[config.mk]
export PLATFORM = sky130hd
export DESIGN_NAME = max_min_seq_finder
export DESIGN_NICKNAME = d
export VERILOG_FILES = /design/src/rtl/max_min_seq_finder_pkg.sv /design/src/rtl/max_min_seq_finder_ext_cmp.sv /design/src/rtl/max_min_seq_finder.sv
export SDC_FILE = /design/constraint.sdc
export NUM_CORES = 1
export LEC_CHECK = 0
export ABC_AREA = 1
export ABC_CLOCK_PERIOD_IN_PS = 1600
export CORE_MARGIN = 2
export CORE_UTILIZATION = 47
export DETAILED_ROUTE_END_ITERATION = 16
export MAX_ROUTING_LAYER = met4
export PLACE_DENSITY_LB_ADDON = 0.2
export SYNTH_ARGS = -nofsm -noshare
export SYNTH_HDL_FRONTEND = slang
export SYNTH_SLANG_ARGS = --single-unit
[constraint.sdc]
create_clock -name clk -period 1.6 [get_ports clk]
set_input_delay 0.4 -clock clk [delete_from_list [all_inputs] [get_ports clk]]
set_output_delay 0.4 -clock clk [all_outputs]
set_load 0.01 [all_outputs]
[src/rtl/max_min_seq_finder_pkg.sv]
// ============================================================================
// Module : fmax_pkg
// Shared state encoding and mode constants for the max/min frame finder.
// Rev    : 1.0  initial release
// ============================================================================
`default_nettype none

package fmax_pkg;

  typedef enum logic [1:0] {
    S_IDLE  = 2'd0,
    S_ACCUM = 2'd1,
    S_DONE  = 2'd2
  } state_t;

  localparam logic MODE_MAX = 1'b0;
  localparam logic MODE_MIN = 1'b1;

endpackage

`default_nettype wire

[src/rtl/max_min_seq_finder_ext_cmp.sv]
// ============================================================================
// Module : ext_cmp
// Strict unsigned extreme compare: take_a when a beats b in the chosen mode.
// Rev    : 1.0  initial release
// ============================================================================
`default_nettype none

module ext_cmp
  import fmax_pkg::*;
#(
  parameter int WIDTH = 4
) (
  input  logic [WIDTH-1:0] a,
  input  logic [WIDTH-1:0] b,
  input  logic             mode,
  output logic             take_a
);

  // Strict compare so that ties always keep the earlier sample.
  assign take_a = (mode == MODE_MIN) ? (a < b) : (a > b);

endmodule

`default_nettype wire

[src/rtl/max_min_seq_finder.sv]
// ============================================================================
// Module : max_min_seq_finder
// Streams a COUNT-sample frame and reports its max/min value and first index.
// Rev    : 1.0  initial release
// ============================================================================
`default_nettype none

module max_min_seq_finder
  import fmax_pkg::*;
#(
  parameter int  WIDTH = 4,
  parameter int  COUNT = 5,
  localparam int IDX_W = $clog2(COUNT)
) (
  input  logic             clk,
  input  logic             rst_n,
  input  logic             mode,
  input  logic             in_valid,
  output logic             in_ready,
  input  logic [WIDTH-1:0] in_data,
  output logic             out_valid,
  input  logic             out_ready,
  output logic [WIDTH-1:0] out_val,
  output logic [IDX_W-1:0] out_idx,
  output logic             busy
);

  localparam logic [IDX_W-1:0] C_LAST = IDX_W'(COUNT - 1);
  localparam logic [IDX_W-1:0] C_ONE  = IDX_W'(1);

  state_t           r_state;
  logic             r_mode;
  logic [WIDTH-1:0] r_best;
  logic [IDX_W-1:0] r_best_idx;
  logic [IDX_W-1:0] r_cnt;

  state_t           w_state_nx;
  logic             w_mode_nx;
  logic [WIDTH-1:0] w_best_nx;
  logic [IDX_W-1:0] w_idx_nx;
  logic [IDX_W-1:0] w_cnt_nx;
  logic             w_take;

  ext_cmp #(
    .WIDTH (WIDTH)
  ) u_cmp (
    .a      (in_data),
    .b      (r_best),
    .mode   (r_mode),
    .take_a (w_take)
  );

  always_ff @(posedge clk or negedge rst_n) begin
    if (!rst_n) begin
      r_state    <= S_IDLE;
      r_mode     <= MODE_MAX;
      r_best     <= '0;
      r_best_idx <= '0;
      r_cnt      <= '0;
    end else begin
      r_state    <= w_state_nx;
      r_mode     <= w_mode_nx;
      r_best     <= w_best_nx;
      r_best_idx <= w_idx_nx;
      r_cnt      <= w_cnt_nx;
    end
  end

  always_comb begin
    w_state_nx = r_state;
    w_mode_nx  = r_mode;
    w_best_nx  = r_best;
    w_idx_nx   = r_best_idx;
    w_cnt_nx   = r_cnt;
    case (r_state)
      S_IDLE: begin
        if (in_valid) begin
          w_mode_nx  = mode;
          w_best_nx  = in_data;
          w_idx_nx   = '0;
          w_cnt_nx   = C_ONE;
          w_state_nx = S_ACCUM;
        end
      end
      S_ACCUM: begin
        if (in_valid) begin
          if (w_take) begin
            w_best_nx = in_data;
            w_idx_nx  = r_cnt;
          end
          // Explicit terminal compare: COUNT need not be a power of two.
          if (r_cnt == C_LAST) begin
            w_cnt_nx   = '0;
            w_state_nx = S_DONE;
          end else begin
            w_cnt_nx = r_cnt + C_ONE;
          end
        end
      end
      S_DONE: begin
        if (out_ready) begin
          w_state_nx = S_IDLE;
        end
      end
      default: w_state_nx = S_IDLE;
    endcase
  end

  assign in_ready  = (r_state != S_DONE);
  assign out_valid = (r_state == S_DONE);
  assign busy      = (r_state == S_ACCUM);
  assign out_val   = r_best;
  assign out_idx   = r_best_idx;

endmodule

`default_nettype wire

* Yosys cells after proc, flatten, opt, wreduce, memory -nomap -nowiden
Index checks and enable logic that the tools add are counted.
** Storage, ports and cells
- Register bits after elaboration :: 13
- Output and inout port bits :: 10
- Bits of input ports :: 9
** Cells by class
- Order comparisons :: 2
- Add/sub/neg operators :: 1
- Eq/ne operators :: 9
- Mux-type cells :: 18
- Reduce and logical (&&, ||, !) cells :: 6
** Operator list (number)
- 2-to-1 mux 3 bit :: 6
- 2-to-1 mux 4 bit :: 3
- one-hot mux 3 bit (2 select lines) :: 2
- 2-to-1 mux 2 bit :: 4
- one-hot mux 4 bit (2 select lines) :: 1
- AND reduction 4 bit :: 2
- != test 2 x 1 -> 1 bit (second input constant) :: 3
- != test 2 bit (second input constant) :: 3
- one-hot mux 2 bit (3 select lines) :: 1
- greater-than comparator 4 bit :: 1
- less-than comparator 4 bit :: 1
- adder 3 x 1 -> 3 bit (second input constant) :: 1
- == test 3 bit (second input constant) :: 1
- AND reduction 3 bit :: 1
- == test 2 x 1 -> 1 bit (second input constant) :: 1
- == test 2 bit (second input constant) :: 1
- logical NOT 2 bit :: 1
- AND reduction 2 bit :: 1
- nonzero test 2 bit :: 1
- 2-to-1 mux 1 bit :: 1

* Logic depth before layout (Yosys ltp)
- Depth after elaboration :: 5
- Depth in mapped cells :: 12
- Gate-level depth less buffers :: 12

* Modules after synthesis
A second synthesis with hierarchy kept.
** Unflattened totals
- Cell total of the unflattened synthesis :: 101
- Area total of the unflattened synthesis :: 822.0 um^2
** By module, submodules not included
- max_min_seq_finder :: cells each 77, sequential area each 325.3 um^2, times used 1, area an instance 693.2 um^2
- ext_cmp :: cells each 24, sequential area each 0.0 um^2, times used 1, area an instance 128.9 um^2

* Least setup slack after synthesis
OpenSTA, ideal clock, no wires.
- Kind :: register -> register
- From :: register r_best[3] (netlist: out_val[3])
- To :: register r_best[0] (netlist: out_val[0])
- Data arrival time :: 1.310 ns
- Data required time :: 1.483 ns
- Path slack :: 0.174 ns
- Library setup time :: 0.117 ns
- Buffers on the path :: 0
- Period minus slack after synthesis :: 1.426 ns
- Stages on the path, launching flop included :: 9
- Cells stage by stage :: dfrtp_1 -> inv_1 -> ha_1 -> a21oi_1 -> nand3_1 -> nand3_2 -> nand2_4 -> nand2_1 -> nand2_1
** On the way
- Word-level cells in the longest chain between the ends :: 4
- Elaborated cells on any way between the ends :: 5
- Classes of those cells :: order compare (2); eq/ne (1); mux (1); reduce/logical (1)
** RTL lines
- start: declaration :: line max_min_seq_finder.sv:33 : logic [WIDTH-1:0] r_best;
- start signal: assignment :: line max_min_seq_finder.sv:63 : r_best <= w_best_nx;
- greater-than comparator 4 bit or less-than comparator 4 bit (tied branches) :: line max_min_seq_finder_ext_cmp.sv:20 : assign take_a = (mode == MODE_MIN) ? (a < b) : (a > b);
- 2-to-1 mux 1 bit * :: line max_min_seq_finder_ext_cmp.sv:20
- != test 2 x 1 -> 1 bit (no line) *
- AND reduction 4 bit (no line) *
Every way passes the cells marked *; elsewhere a longest branch is shown, timed or not.
A chain may end at the register's enable or synchronous reset.

* Worst setup path after layout
- From :: register r_best_idx[1] (netlist: out_idx[1])
- To :: output port out_idx[1]
** RTL lines
- start: declaration :: line max_min_seq_finder.sv:34 : logic [IDX_W-1:0] r_best_idx;
- start signal: assignment :: line max_min_seq_finder.sv:64 : r_best_idx <= w_idx_nx;
- end: declaration :: line max_min_seq_finder.sv:24 : output logic [IDX_W-1:0] out_idx,
No word-level cell between the ends.

==> metrics.log <==
[metrics] portion of total power attributed to sequential cells: 32.1%
[metrics] worst hold slack across all endpoints: 422 ps
[metrics] final cell count without fillers: 136
[metrics] DRC marker count from the first detailed-route iteration: 10
[metrics] RSZ-0062 raised after global routing: false
[metrics] Worst Max-Slew Pin Slew: 187 ps
[metrics] number of vias after detailed routing: 675
[metrics] final max-slew violation count: 0
[metrics] vias in the first global route: 652
[metrics] hold crit path type: input port to async pin
[metrics] Period Utilization, post-route: 96.8%
[metrics] CTS H-tree depth: 1
[metrics] post-layout instance area: 1080 um^2
[metrics] CP Capture Type: output pin
[metrics] RePlAce Congestion: 0.854
[metrics] proportion of power drawn by the clock network: 11.0%
[metrics] Finish-stage setup viols: 0
[metrics] synthesized area: 748 um^2
[metrics] total power per unit cell area: 1660 nW/um^2
[metrics] Root Driver: clkbuf_4
[metrics] deepest clock path buffer count: 2
[metrics] launching point of the worst reg2reg path: out_val[3]
[metrics] worst-case clock skew: 8.49 ps
[metrics] Mapped Nets: 104
[metrics] count of different cell masters after synthesis: 20
[metrics] final number of hold-violating endpoints: 0
[metrics] outcome: finished, final reports clean
[metrics] LEAKAGE: 0.583 nW
[metrics] Area Overhead vs Synth: 45.0%
[metrics] synthesized instance count: 89
[metrics] first-pass iteration count of the detailed router: 3
[metrics] Worst path max stage delay: 530 ps
[metrics] average cell area after synthesis: 8.41 um^2
[metrics] family with the most delay on the worst path: buffers and inverters
[metrics] Via-to-Cell Ratio: 4.96
[metrics] share of synthesized area occupied by flip-flops and latches: 43.5%
[metrics] overflow left after global routing: 0
[metrics] Die Width: 43.9 um
[metrics] placeable core area: 1510 um^2
[metrics] CTS Sinks: 13
[metrics] number of buffers added by the clock tree synthesis step: 3
[metrics] warning count from the yosys run: 0
[metrics] share of post-route cells with drive strength above 1: 25.0%
[metrics] net switching power of the design: 763 uW
[metrics] Detail Placement HPWL: 1180 um
[metrics] total die area: 1930 um^2
[metrics] initial cell density of the core: 49.7%
[metrics] Required @ worst endpoint: 1200 ps
[metrics] antenna violations before repair: 0
[metrics] final setup margin: 51.6 ps
[metrics] data arrival time of the worst path: 1150 ps
[metrics] maximum frequency from static timing analysis: 0.646 GHz
[metrics] clock tree from TritonCTS: yes
[metrics] global-route usage over all layers: 19.4%
[metrics] wire length of the first global-routing pass: 2610 um
[metrics] minimum clock period: 1550 ps
[metrics] io pins: 19
[metrics] die height: 43.9 um
[metrics] final core utilization: 72.0%
[metrics] sum of routed wire length over all layers: 1520 um
[metrics] Max-cap violations: 0
[metrics] Critical Path Source Type: flop
[metrics] fillers: 121
[metrics] Reg clk slew, reported paths: 80 ps
[metrics] Worst path slowest cell: clkdlybuf4s50_1
[metrics] worst IR drop on VDD: 0.837 mV
[metrics] Cell Chain, Critical Path: clkdlybuf4s50_1
[metrics] biggest fanout along the worst timing path: 2
[metrics] Int Power: 1.04 mW
[metrics] relative slew slack: 87.4%
[metrics] largest net degree at the start of global routing: 14
[metrics] Post-CTS Hold Buffers: 0
[metrics] start point of the critical path: out_idx[1]
[metrics] pre-CTS worst setup slack: -352 ps
[metrics] number of DRC violations after detailed routing: 0
[metrics] part of the total power dissipated in combinational logic: 56.9%
[metrics] worst setup path category: flop to output pin
[metrics] std cell rows: 14
[metrics] count of inserted antenna diode cells: 0
[metrics] Net Sw Frac: 42.4%
[metrics] number of nets with antenna violations after routing: 0
[metrics] per-cell routed wire length: 11.2 um
[metrics] Buf/Inv on CP: 1
[metrics] final net count: 136
[metrics] clk_lat worst skew: 280 ps
[metrics] instance area after placement: 1000 um^2
[metrics] count of input and output buffers: 18
[metrics] number of storage elements in the synthesis netlist: 13
[metrics] Post-Place Cells: 130
==> flip-flops by register name (all words and copies together) (netlist names) <==
register	count
out_val	4
r_state	2
r_mode	1
out_idx	3
r_cnt	3
==> per-stage QoR <==
stage | TNS [ps] | total power, mW
3_5_place_dp | -2380 | 1.54
5_1_grt | 0 | 1.98
3_3_place_gp | -2220 | 1.51
6_report | 0 | 1.80
4_1_cts | 0 | 1.77
2_1_floorplan | 0 | 1.15
==> Yosys cell counts <==
| cell type | instances | area, um^2 |
|---|---|---|
| a22oi_2 | 1 | 12.5 |
| o21ai_0 | 2 | 10.0 |
| nor2_4 | 2 | 22.5 |
| inv_1 | 11 | 41.3 |
| a22oi_1 | 1 | 7.51 |
| inv_4 | 2 | 12.5 |
| a21oi_1 | 1 | 5.00 |
| ha_1 | 6 | 75.1 |
| o21ai_2 | 1 | 8.76 |
| nand2_2 | 1 | 6.26 |
| nor2_1 | 3 | 11.3 |
| mux2_2 | 1 | 11.3 |
| xor2_1 | 1 | 8.76 |
| o21ai_1 | 2 | 10.0 |
| nand3_1 | 10 | 50.1 |
| nand2_4 | 1 | 11.3 |
| nand2_1 | 27 | 101 |
| inv_2 | 2 | 7.51 |
| nand3_2 | 1 | 10.0 |
| dfrtp_1 | 13 | 325 |
==> placed cells by master (no fill, tap or decap) <==
master / count
nor2_1: 2
nor2_2: 1
ha_1: 4
nand2_1: 26
dlymetal6s2s_1: 2
a22oi_1: 1
o21ai_1: 2
dlygate4sd2_1: 7
dfrtp_1: 13
nand2_2: 2
ha_4: 2
clkbuf_4: 3
a22oi_2: 1
clkdlybuf4s15_1: 2
xor2_1: 1
buf_4: 9
a21oi_2: 1
nand2_4: 1
inv_1: 11
o21ai_0: 2
nand3_1: 9
mux2_2: 1
nand3_2: 1
nor2_4: 2
inv_4: 2
clkdlybuf4s50_1: 7
inv_2: 2
clkbuf_1: 1
nand3_4: 1
o21ai_2: 1
==> cell families after synthesis <==
family	Yosys count	share of synthesized area, %
and+or+nand+nor	45	28.4
buffers and inverters	15	8.19
DFF	13	43.5
AOI/OAI and AO/OA	8	7.19
adders and majority gates	6	10.0
xor gates and xnor gates	1	1.17
muxes	1	1.50
==> power groups by stage <==
| stage | clock (mW) | combinational, mW | sequential (mW) |
|---|---|---|---|
| 6_report | 0.198 | 1.02 | 0.578 |
| 5_1_grt | 0.216 | 1.16 | 0.597 |
| 4_1_cts | 0.206 | 0.986 | 0.583 |
| 3_5_place_dp | 0 | 0.953 | 0.587 |
| 3_3_place_gp | 0 | 0.932 | 0.580 |
| 2_1_floorplan | 0 | 0.553 | 0.597 |
==> path summary, 6_finish.rpt <==
| path | cells past startpoint | slack (ps) | to |
|---|---|---|---|
| min | 2 | 420 | r_cnt[2] |
| min reg2reg | 2 | 470 | out_idx[2] |
| max reg2reg | 8 | 160 | out_val[2] |
| max | 1 | 50 | out_idx[1] |
| min in group clk | 2 | 470 | out_idx[2] |
| max in group asynchronous | 2 | 1010 | out_idx[2] |
==> cell type report <==
cell class	count	area, um^2	share of cell area (%)
Multi-Input combinational cell	61	408	37.6
Sequential cell	13	325	30.0
Timing Repair Buffer	27	244	22.5
Inverter	15	61.3	5.65
Clock buffer	4	26.3	2.42
Tap cell	16	20.0	1.85
==> metal layers <==
layer	GRT usage, %	wire, um
met5	-	0
met4	9.09	31
met3	5.00	83
met2	34.1	765
met1	19.7	643
==> timing repair <==
action / 4_1_cts / 5_1_grt
pin swaps: 8 / 7
endpoints found under the setup margin: 13 / 10
cloned: 0 / 0
setup buffers: 0 / 2
resized for setup: 15 / 5
Power figures use the tool's default switching activity.
